**src/rtl/game_pkg.sv**
```systemverilog
// Shared game constants: coordinate width, ghost ids, collision FSM encoding,
// and the unsigned distance helper used by the catch comparators.
package game_pkg;

   localparam int COORD_W      = 9;
   localparam int HIT_DIST_DEF = 6;
   localparam int NUM_MON      = 3;

   localparam int MON_ID_1 = 0;
   localparam int MON_ID_2 = 1;
   localparam int MON_ID_3 = 2;

   localparam logic [1:0] ST_PLAY   = 2'd0;
   localparam logic [1:0] ST_FREEZE = 2'd1;
   localparam logic [1:0] ST_INVULN = 2'd2;
   localparam logic [1:0] ST_OVER   = 2'd3;

   typedef logic [COORD_W-1:0] coord_t;

   // Plain unsigned magnitude; screen coordinates never wrap around.
   function automatic coord_t abs_diff(input coord_t a, input coord_t b);
      return (a >= b) ? (a - b) : (b - a);
   endfunction

endpackage

```
**src/rtl/ghost_collision_ctrl_if.sv**
```systemverilog
// Positions and game-step controls in, lives/phase indications out.
interface ghost_collision_ctrl_if;
   import game_pkg::*;

   logic       tick;
   logic       restart;
   coord_t     p_x, p_y;
   coord_t     m1_x, m1_y, m2_x, m2_y, m3_x, m3_y;
   logic [2:0] lives;
   logic       hit;
   logic       freeze;
   logic       respawn;
   logic       invuln;
   logic       gameover;

   modport master (
      output tick, restart, p_x, p_y, m1_x, m1_y, m2_x, m2_y, m3_x, m3_y,
      input  lives, hit, freeze, respawn, invuln, gameover
   );

   modport slave (
      input  tick, restart, p_x, p_y, m1_x, m1_y, m2_x, m2_y, m3_x, m3_y,
      output lives, hit, freeze, respawn, invuln, gameover
   );

endinterface

```
**src/rtl/abs_diff_cmp.sv**
```systemverilog
// One axis of a catch test: high when |i_a - i_b| is strictly below i_limit.
module abs_diff_cmp
   import game_pkg::*;
(
   input  coord_t i_a,
   input  coord_t i_b,
   input  coord_t i_limit,
   output logic   o_lt
);

   assign o_lt = (abs_diff(i_a, i_b) < i_limit);

endmodule

```
**src/rtl/ghost_collision_ctrl.sv**
```systemverilog
// Catch detection between pacman and three ghosts, plus the lives /
// freeze / respawn / invulnerability / game-over sequencing.
module ghost_collision_ctrl
   import game_pkg::*;
#(
   parameter int HIT_DIST     = HIT_DIST_DEF,
   parameter int LIVES_INIT   = 3,
   parameter int FREEZE_TICKS = 60,
   parameter int INVULN_TICKS = 120
)(
   input  logic                  clk_50mhz,
   input  logic                  rst,
   ghost_collision_ctrl_if.slave bus
);

   localparam int MAX_TICKS = (FREEZE_TICKS > INVULN_TICKS) ? FREEZE_TICKS : INVULN_TICKS;
   localparam int CNT_W     = ($clog2(MAX_TICKS) < 1) ? 1 : $clog2(MAX_TICKS);

   localparam logic [CNT_W-1:0] FREEZE_LAST = CNT_W'(FREEZE_TICKS - 1);
   localparam logic [CNT_W-1:0] INVULN_LAST = CNT_W'(INVULN_TICKS - 1);
   localparam logic [CNT_W-1:0] CNT_ZERO    = {CNT_W{1'b0}};
   localparam logic [CNT_W-1:0] CNT_ONE     = CNT_W'(1);
   localparam logic [2:0]       LIVES_RST   = 3'(LIVES_INIT);
   localparam coord_t           HIT_LIM     = coord_t'(HIT_DIST);

   coord_t               w_mx [NUM_MON];
   coord_t               w_my [NUM_MON];
   logic [NUM_MON-1:0]   w_near_x, w_near_y;
   logic                 w_coll;

   logic                 r_coll_q;
   logic [1:0]           r_state;
   logic [2:0]           r_lives;
   logic [CNT_W-1:0]     r_cnt;
   logic                 r_hit, r_respawn, r_freeze, r_invuln, r_gameover;

   logic [1:0]           w_state_nxt;
   logic [2:0]           w_lives_nxt;
   logic [CNT_W-1:0]     w_cnt_nxt;
   logic                 w_hit_nxt, w_respawn_nxt;

   assign w_mx[MON_ID_1] = bus.m1_x;
   assign w_my[MON_ID_1] = bus.m1_y;
   assign w_mx[MON_ID_2] = bus.m2_x;
   assign w_my[MON_ID_2] = bus.m2_y;
   assign w_mx[MON_ID_3] = bus.m3_x;
   assign w_my[MON_ID_3] = bus.m3_y;

   for (genvar k = 0; k < NUM_MON; k++) begin : g_mon
      abs_diff_cmp u_cmp_x (.i_a(bus.p_x), .i_b(w_mx[k]), .i_limit(HIT_LIM), .o_lt(w_near_x[k]));
      abs_diff_cmp u_cmp_y (.i_a(bus.p_y), .i_b(w_my[k]), .i_limit(HIT_LIM), .o_lt(w_near_y[k]));
   end

   // Any number of overlapping ghosts collapses into a single catch request.
   assign w_coll = |(w_near_x & w_near_y);

   // Next-state logic; restart overrides everything, including a pending catch.
   always_comb begin
      w_state_nxt   = r_state;
      w_lives_nxt   = r_lives;
      w_cnt_nxt     = r_cnt;
      w_hit_nxt     = 1'b0;
      w_respawn_nxt = 1'b0;
      if (bus.restart) begin
         w_state_nxt = ST_PLAY;
         w_lives_nxt = LIVES_RST;
         w_cnt_nxt   = CNT_ZERO;
      end else begin
         case (r_state)
            ST_PLAY: begin
               if (r_coll_q) begin
                  w_hit_nxt = 1'b1;
                  w_cnt_nxt = CNT_ZERO;
                  if (r_lives <= 3'd1) begin
                     w_lives_nxt = 3'd0;
                     w_state_nxt = ST_OVER;
                  end else begin
                     w_lives_nxt = r_lives - 3'd1;
                     w_state_nxt = ST_FREEZE;
                  end
               end else begin
                  w_state_nxt = ST_PLAY;
               end
            end
            ST_FREEZE: begin
               if (bus.tick) begin
                  if (r_cnt == FREEZE_LAST) begin
                     w_respawn_nxt = 1'b1;
                     w_cnt_nxt     = CNT_ZERO;
                     w_state_nxt   = ST_INVULN;
                  end else begin
                     w_cnt_nxt = r_cnt + CNT_ONE;
                  end
               end else begin
                  w_cnt_nxt = r_cnt;
               end
            end
            ST_INVULN: begin
               if (bus.tick) begin
                  if (r_cnt == INVULN_LAST) begin
                     w_cnt_nxt   = CNT_ZERO;
                     w_state_nxt = ST_PLAY;
                  end else begin
                     w_cnt_nxt = r_cnt + CNT_ONE;
                  end
               end else begin
                  w_cnt_nxt = r_cnt;
               end
            end
            ST_OVER: begin
               w_state_nxt = ST_OVER;
            end
            default: begin
               w_state_nxt = ST_PLAY;
               w_cnt_nxt   = CNT_ZERO;
            end
         endcase
      end
   end

   // State, counters and phase outputs; phase flags follow the next state so
   // freeze/invuln/gameover rise on the same edge as the pulse that causes them.
   always_ff @(posedge clk_50mhz or posedge rst) begin
      if (rst) begin
         r_coll_q   <= 1'b0;
         r_state    <= ST_PLAY;
         r_lives    <= LIVES_RST;
         r_cnt      <= CNT_ZERO;
         r_hit      <= 1'b0;
         r_respawn  <= 1'b0;
         r_freeze   <= 1'b0;
         r_invuln   <= 1'b0;
         r_gameover <= 1'b0;
      end else begin
         r_coll_q   <= w_coll;
         r_state    <= w_state_nxt;
         r_lives    <= w_lives_nxt;
         r_cnt      <= w_cnt_nxt;
         r_hit      <= w_hit_nxt;
         r_respawn  <= w_respawn_nxt;
         r_freeze   <= (w_state_nxt == ST_FREEZE);
         r_invuln   <= (w_state_nxt == ST_INVULN);
         r_gameover <= (w_state_nxt == ST_OVER);
      end
   end

   assign bus.lives    = r_lives;
   assign bus.hit      = r_hit;
   assign bus.freeze   = r_freeze;
   assign bus.respawn  = r_respawn;
   assign bus.invuln   = r_invuln;
   assign bus.gameover = r_gameover;

endmodule

```
**src/flat_wrapper.sv**
```systemverilog
// flat-port wrapper written by rule: the top's interface ports become plain ports
module ghost_collision_ctrl_flat import game_pkg::*;
#(
   parameter int HIT_DIST     = HIT_DIST_DEF,
   parameter int LIVES_INIT   = 3,
   parameter int FREEZE_TICKS = 60,
   parameter int INVULN_TICKS = 120
)
  (clk_50mhz, rst, bus_tick, bus_restart, bus_p_x, bus_p_y, bus_m1_x, bus_m1_y, bus_m2_x, bus_m2_y, bus_m3_x, bus_m3_y, bus_lives, bus_hit, bus_freeze, bus_respawn, bus_invuln, bus_gameover);
  ghost_collision_ctrl_if bus_i ();
  input  logic clk_50mhz;
  input  logic rst;
  input wire logic [$bits(bus_i.tick)-1:0] bus_tick;
  input wire logic [$bits(bus_i.restart)-1:0] bus_restart;
  input wire logic [$bits(bus_i.p_x)-1:0] bus_p_x;
  input wire logic [$bits(bus_i.p_y)-1:0] bus_p_y;
  input wire logic [$bits(bus_i.m1_x)-1:0] bus_m1_x;
  input wire logic [$bits(bus_i.m1_y)-1:0] bus_m1_y;
  input wire logic [$bits(bus_i.m2_x)-1:0] bus_m2_x;
  input wire logic [$bits(bus_i.m2_y)-1:0] bus_m2_y;
  input wire logic [$bits(bus_i.m3_x)-1:0] bus_m3_x;
  input wire logic [$bits(bus_i.m3_y)-1:0] bus_m3_y;
  output wire logic [$bits(bus_i.lives)-1:0] bus_lives;
  output wire logic [$bits(bus_i.hit)-1:0] bus_hit;
  output wire logic [$bits(bus_i.freeze)-1:0] bus_freeze;
  output wire logic [$bits(bus_i.respawn)-1:0] bus_respawn;
  output wire logic [$bits(bus_i.invuln)-1:0] bus_invuln;
  output wire logic [$bits(bus_i.gameover)-1:0] bus_gameover;
  assign bus_i.tick = bus_tick;
  assign bus_i.restart = bus_restart;
  assign bus_i.p_x = bus_p_x;
  assign bus_i.p_y = bus_p_y;
  assign bus_i.m1_x = bus_m1_x;
  assign bus_i.m1_y = bus_m1_y;
  assign bus_i.m2_x = bus_m2_x;
  assign bus_i.m2_y = bus_m2_y;
  assign bus_i.m3_x = bus_m3_x;
  assign bus_i.m3_y = bus_m3_y;
  assign bus_lives = bus_i.lives;
  assign bus_hit = bus_i.hit;
  assign bus_freeze = bus_i.freeze;
  assign bus_respawn = bus_i.respawn;
  assign bus_invuln = bus_i.invuln;
  assign bus_gameover = bus_i.gameover;
  ghost_collision_ctrl #(.HIT_DIST(HIT_DIST), .LIVES_INIT(LIVES_INIT), .FREEZE_TICKS(FREEZE_TICKS), .INVULN_TICKS(INVULN_TICKS)) u_core (.clk_50mhz(clk_50mhz), .rst(rst), .bus(bus_i));
endmodule
```
**config.mk**
```make
export PLATFORM = sky130hd
export DESIGN_NAME = ghost_collision_ctrl_flat
export DESIGN_NICKNAME = d
export VERILOG_FILES = /design/src/rtl/game_pkg.sv /design/src/rtl/ghost_collision_ctrl_if.sv /design/src/rtl/abs_diff_cmp.sv /design/src/rtl/ghost_collision_ctrl.sv /design/src/flat_wrapper.sv
export SDC_FILE = /design/constraint.sdc
export NUM_CORES = 1
export LEC_CHECK = 0
export ABC_AREA = 1
export CORE_ASPECT_RATIO = 1.75
export CORE_MARGIN = 5
export CORE_UTILIZATION = 54
export CTS_CLUSTER_SIZE = 10
export DETAILED_ROUTE_END_ITERATION = 10
export DONT_BUFFER_PORTS = 1
export PLACE_DENSITY = 0.69
export SKIP_LAST_GASP = 1
export SYNTH_ARGS = -nofsm -noshare
export SYNTH_HDL_FRONTEND = slang
export SYNTH_SLANG_ARGS = --single-unit
```
**constraint.sdc**
```tcl
create_clock -name clk_50mhz -period 2.2 [get_ports clk_50mhz]
set_clock_uncertainty 0.05 [all_clocks]
set_input_delay 0.22 -clock clk_50mhz [delete_from_list [all_inputs] [get_ports clk_50mhz]]
set_output_delay 0.22 -clock clk_50mhz [all_outputs]
set_load 0.05 [all_outputs]
```
# Yosys cells after proc, flatten, opt, wreduce, memory -nomap -nowiden
# Cells that the tools add are included.
# word_totals
register_bits,18
latchBits,0
mem_bits_rw,0
mem_bits_ro,0
input_bits,76
out_inout_bits,8
word_cells,87
n_memories,0
# classes
n_addsub,14
multipliers,0
div,0
magnitude_cmp,13
n_eq_ne,11
n_shift,0
mux,32
bitwise_logic,1
n_reduce_logical,7
# op_table
op,count
subtractor 9 bit,12
>= comparator 9 bit,6
< comparator 9 x 3 -> 1 bit (second input constant),6
two-way mux 9 bit,6
two-way mux 7 bit,6
case mux 7 bit (3 select lines),1
two-way mux 2 bit,7
two-way mux 3 bit,4
== test 2 bit (second input constant),4
case mux 2 bit (4 select lines),1
adder 7 x 1 -> 7 bit (second input constant),1
== test 7 x 6 -> 1 bit (second input constant),1
== test 7 bit (second input constant),1
two-way mux 1 bit,7
!= test 3 bit (second input constant),2
== test 2 x 1 -> 1 bit (second input constant),2
AND reduction 4 bit,1
nonzero test 2 bit,2
nonzero test 4 bit,1
bitwise AND 3 bit,1
<= comparator 3 x 1 -> 1 bit (second input constant),1
!= test 3 x 2 -> 1 bit (second input constant),1
OR reduction 3 bit,1
subtractor 3 x 1 -> 3 bit (second input constant),1
2 further kinds,2

# Logic depth before layout (Yosys ltp)
# logic_depth
depth_word,6
ltp_mapped,18
ltp_nobuf,18

# By module
# Synthesis repeated with hierarchy kept, for this count alone.
# hier_totals
hier_cells,1477
area_unflattened_um2,8843.5
# by_module_without_submodules
module,n_inst,cells_each,area_each_um2,seq_area_each_um2
abs_diff_cmp at u_core.g_mon[0].u_cmp_x ...,5,223,1292.5,0.0
abs_diff_cmp at u_core.g_mon[0].u_cmp_y,1,227,1291.2,0.0
ghost_collision_ctrl,1,135,1089.8,452.9

# Least setup slack after synthesis
# OpenSTA, ideal clock, no wires.
# synth_path
path_kind,input to register
from,input bus_m1_y[0]
to,register u_core.r_coll_q
setup_time_ps,65
t_arrival_ps,1722
required_time_ps,2085
slack_ps,363
stages,16
path_buffers,0
path_cell_list,inv_1 -> ha_1 -> inv_1 -> fa_1 -> or2_2 -> nand3_1 -> nand2_1 -> nor2_1 -> nand3_1 -> nor2_1 -> nand3_1 -> nand2_1 -> nand2_1 -> nand2_1 -> inv_1 -> nand2_1
# synth_between
elab_chain_len,5
word_cells_on_any_way,7
cone_classes,add/sub: 2; order compare: 2; mux: 1; bitwise: 1; reduce/logical: 1
# synth_lines
item,line_no,source
start: declaration,flat_wrapper.sv:18,input wire logic [$bits(bus_i.m1_y)-1:0] bus_m1_y;
subtractor 9 bit or >= comparator 9 bit (tied branches),game_pkg.sv:22,return (a >= b) ? (a - b) : (b - a);
two-way mux 9 bit (*),game_pkg.sv:22,
< comparator 9 x 3 -> 1 bit (*),abs_diff_cmp.sv:11,"assign o_lt = (abs_diff(i_a, i_b) < i_limit);"
bitwise AND 3 bit (*),ghost_collision_ctrl.sv:55,assign w_coll = |(w_near_x & w_near_y);
OR reduction 3 bit (*),ghost_collision_ctrl.sv:55,
named net u_core.w_coll,ghost_collision_ctrl.sv:29,logic w_coll;
end signal: assignment,ghost_collision_ctrl.sv:135,r_coll_q <= w_coll;
end: declaration,ghost_collision_ctrl.sv:31,logic r_coll_q;
# Mark *: on every way through the listed nets, which the timed path passes. The rest lies on a longest branch.
# A chain may end at the register's enable or synchronous reset.

# Worst setup path in the final report
# layout_path
from,register u_core.r_state[0]
to,register u_core.r_cnt[2]
# layout_between
elab_chain_len,3
word_cells_on_any_way,10
cone_classes,eq/ne: 5; mux: 2; reduce/logical: 3
# layout_lines
item,line_no,source
start: declaration,ghost_collision_ctrl.sv:32,logic [1:0] r_state;
start signal: assignment,ghost_collision_ctrl.sv:136,r_state <= w_state_nxt;
"== test 2 bit, or another cell as far along",ghost_collision_ctrl.sv:69,case (r_state)
"!= test 3 bit (no source line), or another cell as far along",n/a,
AND reduction 4 bit (no source line) or two-way mux 7 bit (tied branches),n/a,
end signal: assignment,ghost_collision_ctrl.sv:138,r_cnt <= w_cnt_nxt;
end: declaration,ghost_collision_ctrl.sv:34,logic [CNT_W-1:0] r_cnt;
# Parallel ways exist; a longest one is shown, timed or not.

==> results.txt <==
run status: finished, final reports clean
compound-gate portion of the synthesized area: 9.81%
Post-synth EDFFs: 0
grt total ovfl: 0
hold endpoint: u_core.r_state[0]
CTS buffer count: 3
hold depth: 3
die area: 14600 µm²
largest net degree at the start of global routing: 19
Hold Crit Start: bus_restart
fmax: 0.541 GHz
DR vias/cell: 5.07
Yosys reg bits: 18
post-synthesis adder-cell area fraction: 24.3%
die height: 156 µm
nets: 1387
All-Layer GR Usage: 26.2%
Worst Tran Pin Value: 0.703 ns
setup TNS: 0 ns
fillcell total: 1307
Ys Warns: 0
area share of the largest cell type after synthesis: 24.1%
WS Path Type: register to register
post-DP HPWL: 16800 µm
crit path capture type: register
input/output buffers: 0
RR Startpoint: u_core.r_state[0]
ANT cells: 0
setup violation total in the final timing report: 0
initial core utilization: 55.1%
DRC: 0
final worst-path cycle share: 84.0%
Avg Cell Area, Syn: 5.55 µm²
CTS tree: done
reg2reg setup slack: 0.35 ns
Netlist cell types: 45
Leak: 0.00436 µW
asr flop ratio synth: 100%
xor and xnor area share after synthesis: 1.86%
R2R cell count: 9
Antenna Nets Post-Route: 0
Pwr Density: 329 nW/µm²
Max Slew Vio Count: 0
GPL Wtd Cong: 0.931
area of the core: 12000 µm²
Area Growth Syn to Fin: 4.07%
# rows: 53
initial drt markers: 245
Slew headroom: 53.1%
non-filler cells, final: 1354
CTS root buffer: clkbuf_16
VDD IR max: 0.218 mV
largest family of logic cells by synthesized area: simple AND/OR/NAND/NOR gates
IO Pins: 84
vias post-DR: 6861
clk_lat worst skew: 0.25 ns
Hold Crit Class: input pin to register
Mapped Cells: 1191
setup bufs post-CTS: 0
share of cells above drive strength 1: 4.37%
CP required: 2.29 ns
sequential element share of the synthesized area: 6.85%
startpoint type of the worst setup path: register
crit path DAT: 1.94 ns
drt total wl: 18900 µm
RSZ-0062 raised after global routing: false
CTS Sinks: 18
area leader, netlist: nand2_1
multiplexer share of the synthesized area: 0%
Clock Path Buffers: 2
vias in the first global route: 6815
Final Hold Fails: 0
Reg clk slew, reported paths: 0.05 ns
Syn Nets: 1388
crit path time final: 1.85 ns
Inst Count DP: 1348
critical-path maximum fanout: 5
post-synthesis simple-gate area fraction: 41.7%
First-pass DRT Iterations: 5
Synth Cell Area: 6610 µm²
die width: 93.6 µm
maxcap violations: 0
PostCTS Resize Cnt: 0
hold_buf cts: 2
synth top area cells: nand2_1 (24%), ha_1 (21%), inv_1 (14%)
Main synth FF type: dfrtp_1
drt wl/cell: 14.0 µm
first-pass GRT wire length: 31000 µm
initial antenna violation count: 1
CTS H-Tree Depth: 1
Worst R2R End: u_core.r_cnt[2]
[worst max-delay path, cell delays in order, from the launching register on]
cell     delay (ns)
dfrtp_1        0.39
inv_1          0.08
ha_1           0.24
a21oi_1        0.24
inv_1          0.11
o32ai_2        0.18
buf_4          0.20
nor2_1         0.04
o22ai_1        0.15
inv_1          0.06
[worst max path at each step]
stage / startpoint / end / cells after the start
6_report: u_core.r_state[0] / u_core.r_cnt[2] / 9
5_1_grt: bus_p_y[0] / u_core.r_coll_q / 17
4_1_cts: u_core.r_state[0] / u_core.r_cnt[2] / 9
3_5_place_dp: bus_p_y[0] / u_core.r_coll_q / 17
3_3_place_gp: bus_p_y[0] / u_core.r_coll_q / 17
2_1_floorplan: bus_m1_y[0] / u_core.r_coll_q / 16
[placed cells by master (no fill, tap or decap), drive strengths merged, types with 2 or more instances in the layout]
cell type    instances
nand2              439
inv                248
ha                 109
nand3              104
nor2               103
a21oi               68
dfrtp               16
nand4               14
o21ai               14
fa                  12
xor2                11
buf                  6
or2                  5
o21bai               4
a21o                 4
o211ai               4
clkbuf               4
xnor2                3
o22ai                2
nor3                 2
nand3b               2
o21a                 2
dlygate4sd3          2
dfstp                2
[kinds of logic (layout without fill, tap and decap cells)]
kind of cell | Yosys count | in the layout
fa+ha+maj | 121 | 121
buf+inv | 262 | 260
compound gates | 107 | 107
flops | 18 | 18
xor+xnor | 14 | 14
simple gates | 669 | 669
[where the power goes]
part | leakage [µW] | switching, µW | internal (µW)
combinational | 0.00407 | 979 | 551
sequential | 0.000245 | 1.57 | 332
clock | 0.0000442 | 121 | 277
total | 0.00436 | 1100 | 1160
[routing by layer]
| layer | vias to the layer above | wire length (µm) | track usage (%) |
|---|---|---|---|
| met1 | 2968 | 6540 | 24.2 |
| met4 | 2 | 1180 | 13.8 |
| met3 | 62 | 1290 | 6.73 |
| li1 | 3663 | - | - |
| met2 | 166 | 9920 | 51.1 |
| met5 | - | 13 | 0 |
[layout make-up]
type	count	area (µm²)	share of cell area (%)
inverter	248	931	13.5
sequential	18	453	6.59
timing repair buffer	8	65.1	0.946
multi-input combinational	911	5130	74.6
clock buffer	4	88.8	1.29
tap	165	206	3.00
[metrics by stage]
step	worst slack (ns)	instance area (µm²)	util (%)	hold WS, ns	total power [µW]
detailed placement	0.0947	6770	56.4	0.213	1850
finish	0.351	6880	57.3	0.130	2260
global placement	0.148	6770	56.4	0.206	1850
floorplan	0.363	6610	-	0.107	1550
global route	0.157	6880	57.3	0.145	2530
CTS	0.350	6880	57.3	0.128	2270
[state kept, by name, summed over array words and instances, names as in the netlist]
name                 flops
u_core.bus.lives         3
u_core.bus.freeze        1
u_core.bus.respawn       1
u_core.r_coll_q          1
u_core.r_state           2
u_core.r_cnt             7
u_core.bus.gameover      1
u_core.bus.invuln        1
u_core.bus.hit           1
[cell usage after synthesis (3+ instances only)]
library cell,instances
ha_1,109
buf_6,3
nand2_1,424
o21ai_1,6
dfrtp_1,16
buf_2,9
nand4_1,14
inv_2,6
xnor2_1,3
a21o_1,4
nand2_2,15
xor2_1,11
o211ai_1,4
or2_2,3
nor2_2,4
nand3_1,103
a21oi_1,62
nor2_1,98
a21oi_2,5
fa_1,12
o21bai_1,4
inv_1,242
o21ai_0,6
Note: power is estimated with default switching activity, not from simulation.
